==> config.mk <==
export PLATFORM = sky130hd
export DESIGN_NAME = bcd_digit_entry_flat
export DESIGN_NICKNAME = d
export VERILOG_FILES = /design/src/rtl/bcd_digit_entry_if.sv /design/src/rtl/bcd_digit_entry.sv /design/src/flat_wrapper.sv
export SDC_FILE = /design/constraint.sdc
export NUM_CORES = 1
export LEC_CHECK = 0
export BUFFER_PORTS_ARGS = -buffer_cell sky130_fd_sc_hd__buf_2
export CAP_MARGIN = 15
export CORE_MARGIN = 4
export CORE_UTILIZATION = 58
export CTS_CLUSTER_SIZE = 24
export DETAILED_ROUTE_END_ITERATION = 10
export HOLD_SLACK_MARGIN = 0.02
export PLACE_DENSITY = 0.89
export REMOVE_ABC_BUFFERS = 1
export SYNTH_ARGS = -nofsm -noshare
export SYNTH_HDL_FRONTEND = slang
export SYNTH_SLANG_ARGS = --single-unit
==> constraint.sdc <==
create_clock -name clock -period 6.2 [get_ports clock]
set_input_delay 0.93 -clock clock [delete_from_list [all_inputs] [get_ports clock]]
set_output_delay 0.93 -clock clock [all_outputs]
set_load 0.005 [all_outputs]
==> src/rtl/bcd_digit_entry_if.sv <==
// Digit-entry bus: keypad-side digit handshake plus committed-result outputs.
interface bcd_digit_entry_if #(
   parameter int unsigned COUNTWIDTH = 6,
   parameter int unsigned MAXDIGITS  = 2
);
   localparam int unsigned CNTW = $clog2(MAXDIGITS + 1);

   logic [3:0]            digit_in;
   logic                  digit_valid;
   logic                  digit_ready;
   logic                  enter;
   logic                  clear;
   logic [COUNTWIDTH-1:0] value;
   logic                  done;
   logic                  overflow;
   logic                  bad_digit;
   logic [CNTW-1:0]       digit_count;

   // Digit source / result consumer side
   modport master (
      output digit_in, digit_valid, enter, clear,
      input  digit_ready, value, done, overflow, bad_digit, digit_count
   );

   // Accumulator block side
   modport slave (
      input  digit_in, digit_valid, enter, clear,
      output digit_ready, value, done, overflow, bad_digit, digit_count
   );
endinterface

==> src/rtl/bcd_digit_entry.sv <==
// Accumulates BCD digits (MSD first) into a saturating COUNTWIDTH-bit binary
// value and commits it on an enter strobe.
// Optional: define DIGIT_ECHO_EN to add echo_seg, a 7-segment (active-low)
// echo of the last accepted valid digit.

`ifdef DIGIT_ECHO_EN
// Hex digit to active-low segments {g,f,e,d,c,b,a}.
module sevenseg (
   input  logic [3:0] i_digit,
   output logic [6:0] o_seg_n_c
);
   // Combinational segment lookup
   always_comb begin
      o_seg_n_c = 7'b1111111;
      case (i_digit)
         4'h0: o_seg_n_c = 7'b1000000;
         4'h1: o_seg_n_c = 7'b1111001;
         4'h2: o_seg_n_c = 7'b0100100;
         4'h3: o_seg_n_c = 7'b0110000;
         4'h4: o_seg_n_c = 7'b0011001;
         4'h5: o_seg_n_c = 7'b0010010;
         4'h6: o_seg_n_c = 7'b0000010;
         4'h7: o_seg_n_c = 7'b1111000;
         4'h8: o_seg_n_c = 7'b0000000;
         4'h9: o_seg_n_c = 7'b0010000;
         4'hA: o_seg_n_c = 7'b0001000;
         4'hB: o_seg_n_c = 7'b0000011;
         4'hC: o_seg_n_c = 7'b1000110;
         4'hD: o_seg_n_c = 7'b0100001;
         4'hE: o_seg_n_c = 7'b0000110;
         default: o_seg_n_c = 7'b0001110;
      endcase
   end
endmodule
`endif

module bcd_digit_entry #(
   parameter int unsigned COUNTWIDTH = 6,
   parameter int unsigned MAXDIGITS  = 2
) (
   input  logic              clock,
   input  logic              n_reset,
   bcd_digit_entry_if.slave  bus
`ifdef DIGIT_ECHO_EN
   ,
   output logic [6:0]        echo_seg
`endif
);
   localparam int unsigned CNTW = $clog2(MAXDIGITS + 1);
   localparam int unsigned EW   = COUNTWIDTH + 4;
   localparam logic [EW-1:0] MAXV = EW'({COUNTWIDTH{1'b1}});

   typedef enum logic [1:0] {IDLE, ENTRY, FULL} state_t;

   state_t                r_state;
   state_t                w_state_d;
   logic [COUNTWIDTH-1:0] r_acc, w_acc_next, w_acc_d;
   logic [CNTW-1:0]       r_count, w_count_next, w_count_d, w_count_inc;
   logic                  r_ovf, w_ovf_next, w_ovf_d;
   logic                  r_bad, w_bad_next, w_bad_d;
   logic [COUNTWIDTH-1:0] r_value;
   logic                  r_done, r_overflow, r_bad_digit;
   logic                  w_ready, w_accept, w_digit_ok, w_commit, w_flush;
   logic [EW-1:0]         w_prod;

   assign w_ready     = (r_state != FULL) && !bus.clear;
   assign w_accept    = bus.digit_valid && w_ready;
   assign w_digit_ok  = (bus.digit_in <= 4'd9);
   assign w_commit    = bus.enter && !bus.clear;
   assign w_flush     = bus.clear || bus.enter;
   assign w_prod      = EW'(r_acc) * EW'(10) + EW'(bus.digit_in);
   assign w_count_inc = r_count + CNTW'(1);

   // Next entry contents including any digit accepted this cycle, then register D-values
   always_comb begin
      w_state_d    = r_state;
      w_acc_next   = r_acc;
      w_count_next = r_count;
      w_ovf_next   = r_ovf;
      w_bad_next   = r_bad;
      if (w_accept) begin
         if (w_digit_ok) begin
            if (w_prod > MAXV) begin
               w_acc_next = {COUNTWIDTH{1'b1}};
               w_ovf_next = 1'b1;
            end else begin
               w_acc_next = COUNTWIDTH'(w_prod);
            end
            w_count_next = w_count_inc;
            w_state_d    = (w_count_inc == CNTW'(MAXDIGITS)) ? FULL : ENTRY;
         end else begin
            w_bad_next = 1'b1;
         end
      end
      w_acc_d   = w_acc_next;
      w_count_d = w_count_next;
      w_ovf_d   = w_ovf_next;
      w_bad_d   = w_bad_next;
      if (w_flush) begin
         w_state_d = IDLE;
         w_acc_d   = '0;
         w_count_d = '0;
         w_ovf_d   = 1'b0;
         w_bad_d   = 1'b0;
      end
   end

   // State and in-progress entry registers
   always_ff @(posedge clock) begin
      if (!n_reset) begin
         r_state <= IDLE;
         r_acc   <= '0;
         r_count <= '0;
         r_ovf   <= 1'b0;
         r_bad   <= 1'b0;
      end else begin
         r_state <= w_state_d;
         r_acc   <= w_acc_d;
         r_count <= w_count_d;
         r_ovf   <= w_ovf_d;
         r_bad   <= w_bad_d;
      end
   end

   // Committed result, held between commits
   always_ff @(posedge clock) begin
      if (!n_reset) begin
         r_value     <= '0;
         r_done      <= 1'b0;
         r_overflow  <= 1'b0;
         r_bad_digit <= 1'b0;
      end else begin
         r_done <= w_commit;
         if (w_commit) begin
            r_value     <= w_acc_next;
            r_overflow  <= w_ovf_next;
            r_bad_digit <= w_bad_next;
         end
      end
   end

   assign bus.digit_ready = w_ready;
   assign bus.value       = r_value;
   assign bus.done        = r_done;
   assign bus.overflow    = r_overflow;
   assign bus.bad_digit   = r_bad_digit;
   assign bus.digit_count = r_count;

`ifdef DIGIT_ECHO_EN
   logic [3:0] r_echo;

   // Last accepted valid digit; dropped back to 0 when an entry ends
   always_ff @(posedge clock) begin
      if (!n_reset) begin
         r_echo <= 4'd0;
      end else if (w_flush) begin
         r_echo <= 4'd0;
      end else if (w_accept && w_digit_ok) begin
         r_echo <= bus.digit_in;
      end
   end

   sevenseg u_echo (
      .i_digit   (r_echo),
      .o_seg_n_c (echo_seg)
   );
`endif
endmodule

==> src/flat_wrapper.sv <==
// flat-port wrapper written by rule: the top's interface ports become plain ports
module bcd_digit_entry_flat 
#(
   parameter int unsigned COUNTWIDTH = 6,
   parameter int unsigned MAXDIGITS  = 2
)
  (clock, n_reset, bus_digit_in, bus_digit_valid, bus_enter, bus_clear, bus_digit_ready, bus_value, bus_done, bus_overflow, bus_bad_digit, bus_digit_count);
  bcd_digit_entry_if #(.COUNTWIDTH(COUNTWIDTH), .MAXDIGITS(MAXDIGITS)) bus_i ();
  input  logic clock;
  input  logic n_reset;
  input wire logic [$bits(bus_i.digit_in)-1:0] bus_digit_in;
  input wire logic [$bits(bus_i.digit_valid)-1:0] bus_digit_valid;
  input wire logic [$bits(bus_i.enter)-1:0] bus_enter;
  input wire logic [$bits(bus_i.clear)-1:0] bus_clear;
  output wire logic [$bits(bus_i.digit_ready)-1:0] bus_digit_ready;
  output wire logic [$bits(bus_i.value)-1:0] bus_value;
  output wire logic [$bits(bus_i.done)-1:0] bus_done;
  output wire logic [$bits(bus_i.overflow)-1:0] bus_overflow;
  output wire logic [$bits(bus_i.bad_digit)-1:0] bus_bad_digit;
  output wire logic [$bits(bus_i.digit_count)-1:0] bus_digit_count;
  assign bus_i.digit_in = bus_digit_in;
  assign bus_i.digit_valid = bus_digit_valid;
  assign bus_i.enter = bus_enter;
  assign bus_i.clear = bus_clear;
  assign bus_digit_ready = bus_i.digit_ready;
  assign bus_value = bus_i.value;
  assign bus_done = bus_i.done;
  assign bus_overflow = bus_i.overflow;
  assign bus_bad_digit = bus_i.bad_digit;
  assign bus_digit_count = bus_i.digit_count;
  bcd_digit_entry #(.COUNTWIDTH(COUNTWIDTH), .MAXDIGITS(MAXDIGITS)) u_core (.clock(clock), .n_reset(n_reset), .bus(bus_i));
endmodule
==> results of run 1 <==
[critical path: stages, from the launching register on]
cell       delay, ns
dfxtp_1         0.37
ha_1            0.30
ha_1            0.21
inv_1           0.07
fa_1            0.45
nand3b_1        0.22
nor4b_2         0.29
o2111ai_2       0.28
o31ai_1         0.40
o21ai_1         0.10
[power by group]
group	total (mW)	switching, mW	internal, mW
Clock	0.0666	0.0424	0.0241
Sequential	0.140	0.00171	0.138
Combinational	0.0282	0.0163	0.0119
[metrics by stage]
step | setup WS (ns) | cell area, um2 | power [mW] | instances
2_1_floorplan | 3.68 | 1120 | 0.160 | 120
3_3_place_gp | 3.47 | 1250 | 0.170 | 165
6_report | 3.39 | 1280 | 0.235 | 169
3_5_place_dp | 3.41 | 1250 | 0.171 | 165
4_1_cts | 3.38 | 1280 | 0.237 | 169
5_1_grt | 3.22 | 1280 | 0.247 | 169
[cells by family (layout without fill, tap and decap cells)]
| family | after synthesis | in the layout | share of synthesized area (%) |
|---|---|---|---|
| AND/OR/NAND/NOR | 41 | 41 | 20.3 |
| AO/OA/AOI/OAI | 31 | 31 | 17.9 |
| flip-flops | 21 | 21 | 37.1 |
| adder cells (fa/ha/maj) | 14 | 14 | 16.8 |
| buffers and inverters | 12 | 32 | 3.98 |
| XOR/XNOR | 5 | 5 | 3.87 |
[cells in the mapped netlist (all sizes together)]
| master | number | area share [%] |
|---|---|---|
| a31oi | 1 | 0.55 |
| a211oi | 2 | 1.3 |
| o31ai | 5 | 3.8 |
| and4b | 1 | 0.88 |
| nand3b | 1 | 0.66 |
| nor2 | 12 | 4.0 |
| or3b | 1 | 0.77 |
| clkbuf | 4 | 1.3 |
| nor4 | 1 | 1.9 |
| o211a | 1 | 0.88 |
| xnor2 | 3 | 2.3 |
| inv | 8 | 2.7 |
| nand2 | 13 | 4.3 |
| o21ai | 10 | 4.4 |
| ha | 12 | 13 |
| xor2 | 2 | 1.5 |
| o22ai | 1 | 0.55 |
| a21o | 1 | 0.66 |
| fa | 2 | 3.5 |
| nand4b | 1 | 0.77 |
| dfxtp | 21 | 37 |
| nor2b | 4 | 2.2 |
| o21a | 2 | 1.3 |
| o2111ai | 1 | 1.3 |
| and3b | 1 | 0.77 |
| nand2b | 5 | 2.8 |
| a21oi | 7 | 3.1 |
| nor4b | 1 | 1.3 |
[layout make-up]
cell class,count,area [um2],share of cell area [%]
Clock inverter,1,5.00,0.392
Timing Repair Buffer,20,100,7.84
Tap cell,25,31.3,2.45
Sequential cell,21,420,32.9
Inverter,8,30.0,2.35
Clock buffer,3,22.5,1.76
Multi-Input combinational cell,91,667,52.3
[flip-flops by register name, indices dropped and copies added, names as in the netlist]
| register | cells |
|---|---|
| u_core.r_bad | 1 |
| u_core.bus.overflow | 1 |
| u_core.r_acc | 6 |
| u_core.bus.value | 6 |
| u_core.bus.digit_count | 2 |
| u_core.r_state | 2 |
| u_core.bus.bad_digit | 1 |
| u_core.r_ovf | 1 |
| u_core.bus.done | 1 |
[worst max-delay path by stage]
| stage | from | end | slack [ns] | depth (start not counted) |
|---|---|---|---|---|
| floorplan | u_core.r_acc[1]$_SDFF_PP0_ | u_core.bus.value[3]$_SDFFE_PN0P_ | 3.68 | 9 |
| global placement | u_core.r_acc[1]$_SDFF_PP0_ | u_core.bus.value[4]$_SDFFE_PN0P_ | 3.47 | 9 |
| detailed placement | u_core.r_acc[1]$_SDFF_PP0_ | u_core.bus.value[3]$_SDFFE_PN0P_ | 3.41 | 9 |
| CTS | u_core.r_acc[1]$_SDFF_PP0_ | u_core.bus.value[3]$_SDFFE_PN0P_ | 3.38 | 9 |
| global route | u_core.r_acc[1]$_SDFF_PP0_ | u_core.bus.value[4]$_SDFFE_PN0P_ | 3.22 | 9 |
| finish | u_core.r_acc[1]$_SDFF_PP0_ | u_core.bus.value[3]$_SDFFE_PN0P_ | 3.39 | 9 |
[routing by layer]
layer / vias up / wire length (um) / track usage, %
met5: - / 0 / 0
met4: 0 / 38 / 7.66
met3: 5 / 138 / 5.70
met2: 25 / 1080 / 32.2
met1: 424 / 996 / 21.9
li1: 469 / - / -
[placed cells by master (no fill, tap or decap)]
master and n:
a211oi_1 2, a21o_1 1, a21oi_1 7, a31oi_1 1, and3b_1 1, and4b_1 1, buf_2 20, clkbuf_4 3
clkinv_2 1, dfxtp_1 21, fa_1 2, ha_1 12, inv_1 8, nand2_1 13, nand2b_1 5, nand3b_1 1
nand4b_1 1, nor2_1 12, nor2b_1 4, nor4_4 1, nor4b_2 1, o2111ai_2 1, o211a_1 1, o21a_1 2
o21ai_0 5, o21ai_1 5, o22ai_1 1, o31ai_1 4, o31ai_2 1, or3b_2 1, xnor2_1 3, xor2_1 2
==> impl_results.md, run 1 <==
- Final Slew Violations: 0
- Final Setup Violations: 0
- WHS Endpoint: u_core.bus.value[0]$_SDFFE_PN0P_
- Fraction of layout cells with a size suffix above 1: 20.1%
- Sink Count: 21
- Die W: 52.2 um
- Vias: 923
- Starting Density: 63.5%
- WHS Path Cells: 2
- WL per Instance: 13.4 um
- Clock buffer depth: 2
- I/O pins: 21
- Post-layout net count: 168
- Slew at the pin closest to its max-slew limit: 0.466 ns
- Grt total ovfl: 0
- Residual DRC: 0
- Status: finished, final reports clean
- PD cells: 184 nW/um2
- Yosys warns: 0
- DRT antenna net count: 0
- Clk_lat worst skew: 0.31 ns
- Startpoint types: flop
- Final Hold Vio Count: 0
- Hold Path Class: reg -> reg
- Minimum clock period: 2.81 ns
- GRT Total Usage: 18.9%
- Fmax achieved: 0.356 GHz
- Vias in the first global route: 871
- Post_cts resized: 0
- Sequential element share of the synthesized area: 37.1%
- Syn_area_per_cell: 9.13 um2
- Die area: 2720 um2
- Hold Buf Count CTS: 0
- DR pass1 iterations: 4
- CTS Buf Count: 3
- Routed vias/inst: 5.46
- Worst hold slack: 0.450 ns
- Iter 0 DRT Violations: 17
- Root buf cell: clkbuf_4
- Reg2reg end: u_core.bus.value[3]$_SDFFE_PN0P_
- Critical Path End Type: flop
- Relative slew slack: 68.8%
- FF-to-FF path depth: 9
- Clk slew on worst S/H paths: 0.11 ns
- Final clock skew: 0.00139 ns
- Diode count: 0
- Setup TNS Final: 0 ns
- Hold path startpoint: u_core.bus.value[0]$_SDFFE_PN0P_
- First-pass GRT wire length: 3.75 mm
- Seq cells post-synth: 21
- Reg2Reg Launch Point: u_core.r_acc[1]$_SDFF_PP0_
- Critical Path RT: 6.40 ns
- Largest net degree at the start of global routing: 13
- R2R Setup Slk: 3.39 ns
- Core area: 1780 um2
- Post-DP HPWL: 1.83 mm
- CP Max Fanout: 7
- H-tree depth: 1
- Die Span Y: 52.2 um
- Buffers on Ports: 20
- Post-CTS Setup Bufs: 0
- Pleak: 0.592 nW
- RSZ-0062 raised after global routing: false
- CP Class: reg -> reg
- CTS tree: done
- Routability Congestion: 0.796
- Final wirelength: 2.26 mm
- Synthesized cell area: 1130 um2
- FILL cells: 139
- Maximum VDD drop: 0.165 mV
- Final Cycle Share: 45.3%
- Max-cap violations: 0
- Mapped Cells: 124
- Initial antenna violation count: 0
- Area Overhead vs Synth: 12.7%
- Unique masters post-synth: 30
- Worst Path Arrival: 3.01 ns
- FP Rows: 15
- Final core occ: 71.6%
(Power assumes the default switching activity.)
==> run 2: changes to the inputs <==
Settings changed: CORE_UTILIZATION 58 to 48, PLACE_DENSITY 0.89 to 0.79.
Clock period 6.2 ns to 2.5 ns, I/O delays scaled along.
==> run 2 against run 1 <==
The run now ends with setup timing left. Sequential share of layout area down 4.5 points. Via count up 3.8%. Critical path depth up 2. Critical path type unchanged. Clock power up 140%. Routed wire length up 15%. Worst setup slack worse by 3.5 ns. Fmax up 6.3%. Global-route usage down 1.6 points. Total power rose to 2.6 times the previous value. Register-to-register slack worse by 3.5 ns. Largest cell class unchanged. Sequential cell count unchanged.
==> impl_results.md, run 2 (synthesis gave the netlist of run 1 again) <==
- Die area: 3200 um2
- Residual DRC: 0
- Final core occ: 66.7%
- FF/Latch Area: 424 um2
- Post-DP HPWL: 1.93 mm
- Combinational power share: 15.9%
- Initial antenna violation count: 0
- CP Cell Sequence: ha_4 > ha_4 > inv_2 > fa_1 > nand3b_1 > buf_4 > o21a_1 > o2111ai_4 > buf_4 > a21oi_2 > a21oi_1
- Final Setup Violations: 14
- H-tree depth: 1
- Final clock skew: 0.00606 ns
- DP Area: 1300 um2
- Minimum clock period: 2.64 ns
- Total power: 602 uW
- Clk_lat worst skew: 0.29 ns
- Final wirelength: 2.60 mm
- Post-layout net count: 179
- Die Span Y: 56.6 um
- FILL cells: 189
- Fin cells: 183
- Final Hold Vio Count: 0
- Routed vias/inst: 5.23
- Net Sw Frac: 26.3%
- Grt total ovfl: 0
- FP Rows: 17
- Critical Path RT: 2.73 ns
- Critical Path End Type: flop
- Psw: 158 uW
- CP Class: reg -> reg
- Maximum VDD drop: 0.612 mV
- Area of the multi-input gates: 787 um2
- Core area: 2230 um2
- PD cells: 404 nW/um2
- CTS Buf Count: 3
- Vias in the first global route: 1,036
- GRT Total Usage: 17.3%
- Routability Congestion: 0.833
- P_int: 443 uW
- Clock power frac: 26.5%
- Critical-path top delay cell: fa_1
- I/O pins: 21
- Root buf cell: clkbuf_4
- Starting Density: 50.7%
- Clock buffer depth: 2
- Sink Count: 21
- Diode count: 0
- Hold Path Class: in -> reg
- DRT antenna net count: 0
- Fmax achieved: 0.379 GHz
- CP Max Fanout: 5
- CTS tree: done
- Max-cap violations: 0
- Slew at the pin closest to its max-slew limit: 0.780 ns
- Setup WS post-layout: -0.140 ns
- Fraction of layout cells with a size suffix above 1: 34.8%
- Die W: 56.6 um
- Pleak: 0.659 nW
- Final instance area: 1490 um2
- Final Cycle Share: 106%
- Final Slew Violations: 0
- DR pass1 iterations: 4
- Buffers on Ports: 20
- Bufs and invs on worst path: 3
- Hold Buf Count CTS: 0
- Largest net degree at the start of global routing: 13
- Vias: 958
- Worst hold slack: 0.340 ns
- Inst Count DP: 174
- Startpoint types: flop
- Iter 0 DRT Violations: 11
- RSZ-0062 raised after global routing: true
- Seq pwr share: 57.6%
- Worst Path Arrival: 2.87 ns
- Commonest non-fill, non-tap cells in the layout: buf_2, dfxtp_1, nand2_1
- Status: finished, violations left
- Slowest Stage Delay on Critical Path: 0.45 ns
- Leading cell type in the layout, fill and taps excluded: buf_2
- Failing checks: setup timing
- WL per Instance: 14.2 um
- Clk slew on worst S/H paths: 0.12 ns
- First-pass GRT wire length: 4.42 mm
- Cell family with most CP delay: adder cells
- Relative slew slack: 47.7%
- Area Overhead vs Synth: 31.6%
==> run 2: worst reg2reg max path, stage by stage (launching register included) <==
cell and delay (ns):
dfxtp_2 0.35, ha_4 0.27, ha_4 0.13, inv_2 0.03, fa_1 0.45, nand3b_1 0.24, buf_4 0.17, o21a_1 0.19
o2111ai_4 0.32, buf_4 0.20, a21oi_2 0.06, a21oi_1 0.17
==> run 2: stage by stage <==
stage               setup WS, ns  TNS, ns
global route              -0.267    -3.31
finish                    -0.140    -1.28
floorplan                -0.0174  -0.0587
detailed placement        -0.206    -1.94
global placement          -0.153    -1.14
CTS                       -0.100   -0.391
==> run 2: final cells by class <==
type | instances | share of cell area (%)
inverter | 8 | 2.02
tap | 28 | 2.35
multi-input combinational | 91 | 52.8
sequential | 21 | 28.5
clock inverter | 1 | 0.336
clock buffer | 3 | 1.51
timing repair buffer | 31 | 12.5
==> run 2: repair_timing <==
action / in CTS / in global routing
buffers inserted: 1 / 4
gates resized for setup: 18 / 4
pin swaps: 12 / 5
setup endpoints to repair: 14 / 14
==> run 2: final timing paths <==
path / from / to / slack, ns / cells after the start
worst min register to register: u_core.bus.value[0]$_SDFFE_PN0P_ / u_core.bus.value[0]$_SDFFE_PN0P_ / 0.45 / 2
worst max register to register: u_core.r_acc[1]$_SDFF_PP0_ / u_core.bus.overflow$_SDFFE_PN0P_ / -0.14 / 11
worst max-delay path: u_core.r_acc[1]$_SDFF_PP0_ / u_core.bus.overflow$_SDFFE_PN0P_ / -0.14 / 11
worst min-delay path: n_reset / u_core.bus.bad_digit$_SDFFE_PN0P_ / 0.34 / 2
==> run 2: power groups by stage <==
stage,registers (mW),clock network [mW],logic (mW)
2_1_floorplan,0.354,0,0.0428
5_1_grt,0.348,0.177,0.106
3_5_place_dp,0.354,0,0.0734
3_3_place_gp,0.353,0,0.0705
4_1_cts,0.347,0.159,0.0885
6_report,0.347,0.159,0.0958
==> run 2: layer usage <==
metal	GRT usage, %	part of all wire, %	vias to the layer above	routed length, um
li1	-	-	492	-
met1	20.0	42	438	1090
met2	31.4	52	20	1340
met3	3.22	3.8	8	100
met4	5.76	2.7	0	70
met5	0	0	-	0
==> run 3: changes to the inputs <==
Settings changed: REMOVE_ABC_BUFFERS 1 to not set.
==> run 3 against run 2 <==
The flow still finishes with violations (setup timing). Final area shrank 1.4%. Critical path type unchanged. Non-clock buffer count is 4 lower. Clock skew is 0.0019 ns lower. Routed wire length increased by 7.9%. Sequential share of layout area grew 0.58 points. Hold slack better by 0.0032 ns. Sequential cell count stayed put. Register-to-register slack is essentially flat. Sequential power hardly changed.
==> impl_results.md, run 3 (synthesis gave the netlist of run 1 again) <==
- Status: finished, violations left
- Failing checks: setup timing
- Largest net degree at the start of global routing: 13
- Residual DRC: 0
- Fin cells: 179
- Commonest non-fill, non-tap cells in the layout: buf_2, dfxtp_1, nand2_1
- Die W: 56.6 um
- Bufs and invs on worst path: 1
- Pleak: 0.637 nW
- Clk slew on worst S/H paths: 0.11 ns
- Routed vias/inst: 5.45
- Critical Path RT: 2.70 ns
- WL per Instance: 15.7 um
- CTS Buf Count: 3
- Root buf cell: clkbuf_4
- Relative slew slack: 56.6%
- Initial antenna violation count: 0
- Slowest Stage Delay on Critical Path: 0.47 ns
- RSZ-0062 raised after global routing: true
- Fraction of layout cells with a size suffix above 1: 33.8%
- CTS tree: done
- Post-CTS Setup Bufs: 0
- Critical Path End Type: flop
- Slew at the pin closest to its max-slew limit: 0.647 ns
- Inst Count DP: 175
- CP Cell Sequence: ha_2 > ha_4 > inv_2 > fa_1 > nand3b_1 > nor4b_4 > o2111ai_4 > o31ai_4 > o21ai_1
- Final wirelength: 2.80 mm
- Hold Path Class: in -> reg
- Buffers on Ports: 20
- Sink Count: 21
- CP Max Fanout: 6
- Grt total ovfl: 0
- DR pass1 iterations: 4
- Startpoint types: flop
- Final Cycle Share: 105%
- Vias: 976
- Routability Congestion: 0.811
- Clk_lat worst skew: 0.31 ns
- Worst Path Arrival: 2.83 ns
- Area Overhead vs Synth: 29.7%
- Fmax achieved: 0.381 GHz
- Final Slew Violations: 0
- Vias in the first global route: 995
- Total power: 601 uW
- Post-Syn Nets: 147
- Final clock skew: 0.00417 ns
- Clock buffer depth: 2
- Dpl ws: -0.200 ns
- Final Hold Vio Count: 0
- Starting Density: 50.7%
- First-pass GRT wire length: 4.62 mm
- Maximum VDD drop: 0.472 mV
- FP Rows: 17
- Core area: 2230 um2
- Diode count: 0
- Cell family with most CP delay: adder cells
- DRT antenna net count: 0
- Critical-path top delay cell: fa_1
- Setup TNS Final: -1.37 ns
- I/O pins: 21
- Die Span Y: 56.6 um
- H-tree depth: 1
- Die area: 3200 um2
- Post-layout net count: 175
- CP Class: reg -> reg
- Post-DP HPWL: 2.01 mm
- Max-cap violations: 0
- Final Setup Violations: 14
- GRT Total Usage: 18.2%
- PD cells: 409 nW/um2
- Minimum clock period: 2.63 ns
- Final core occ: 65.8%
- Iter 0 DRT Violations: 29
- Setup WS post-layout: -0.127 ns
- Leading cell type in the layout, fill and taps excluded: buf_2
## run 3: layout make-up
cell class                      count  area (um2)
Sequential cell                    21         427
Tap cell                           28        35.0
Fill cell                         175         764
Timing Repair Buffer               27         156
Inverter                            8        30.0
Clock buffer                        3        22.5
Multi-Input combinational cell     91         793
Clock inverter                      1        5.00
## run 3: power breakdown
part           leakage, nW  switching [mW]  total [mW]  internal [mW]
Combinational        0.447          0.0538      0.0935         0.0397
Clock               0.0177           0.102       0.161         0.0598
Sequential           0.172         0.00503       0.347          0.341
## run 3: through the flow
stage / hold slack [ns] / area [um2]
2_1_floorplan: 0.424 / 1130
3_3_place_gp: 0.435 / 1310
3_5_place_dp: 0.440 / 1310
4_1_cts: 0.336 / 1390
5_1_grt: 0.351 / 1470
6_report: 0.343 / 1470
## run 3: worst paths after layout
kind / start / endpoint / slack, ns / cells after the start
max: u_core.r_acc[2]$_SDFF_PP0_ / u_core.bus.value[0]$_SDFFE_PN0P_ / -0.13 / 9
min: n_reset / u_core.bus.bad_digit$_SDFFE_PN0P_ / 0.34 / 2
max reg2reg: u_core.r_acc[2]$_SDFF_PP0_ / u_core.bus.value[0]$_SDFFE_PN0P_ / -0.13 / 9
min reg2reg: u_core.bus.value[1]$_SDFFE_PN0P_ / u_core.bus.value[1]$_SDFFE_PN0P_ / 0.46 / 2
## run 3: repair_timing
action,4_1_cts,5_1_grt
endpoints found under the setup margin,14,14
hold buffers,0,0
pin swaps,13,7
resized for setup,13,11
## run 3: worst reg2reg max path, cell delays in order (launching register included)
cell and delay [ns]:
dfxtp_4 0.41, ha_2 0.20, ha_4 0.14, inv_2 0.04, fa_1 0.47, nand3b_1 0.25, nor4b_4 0.33, o2111ai_4 0.24
o31ai_4 0.34, o21ai_1 0.10
## run 3: metal layers
layer / vias to the layer above / part of all wire [%] / GRT usage [%]
met5: - / 0 / 0
met4: 0 / 1.1 / 5.08
met1: 464 / 45 / 24.0
li1: 483 / - / -
met3: 3 / 4.2 / 2.53
met2: 26 / 50 / 30.7
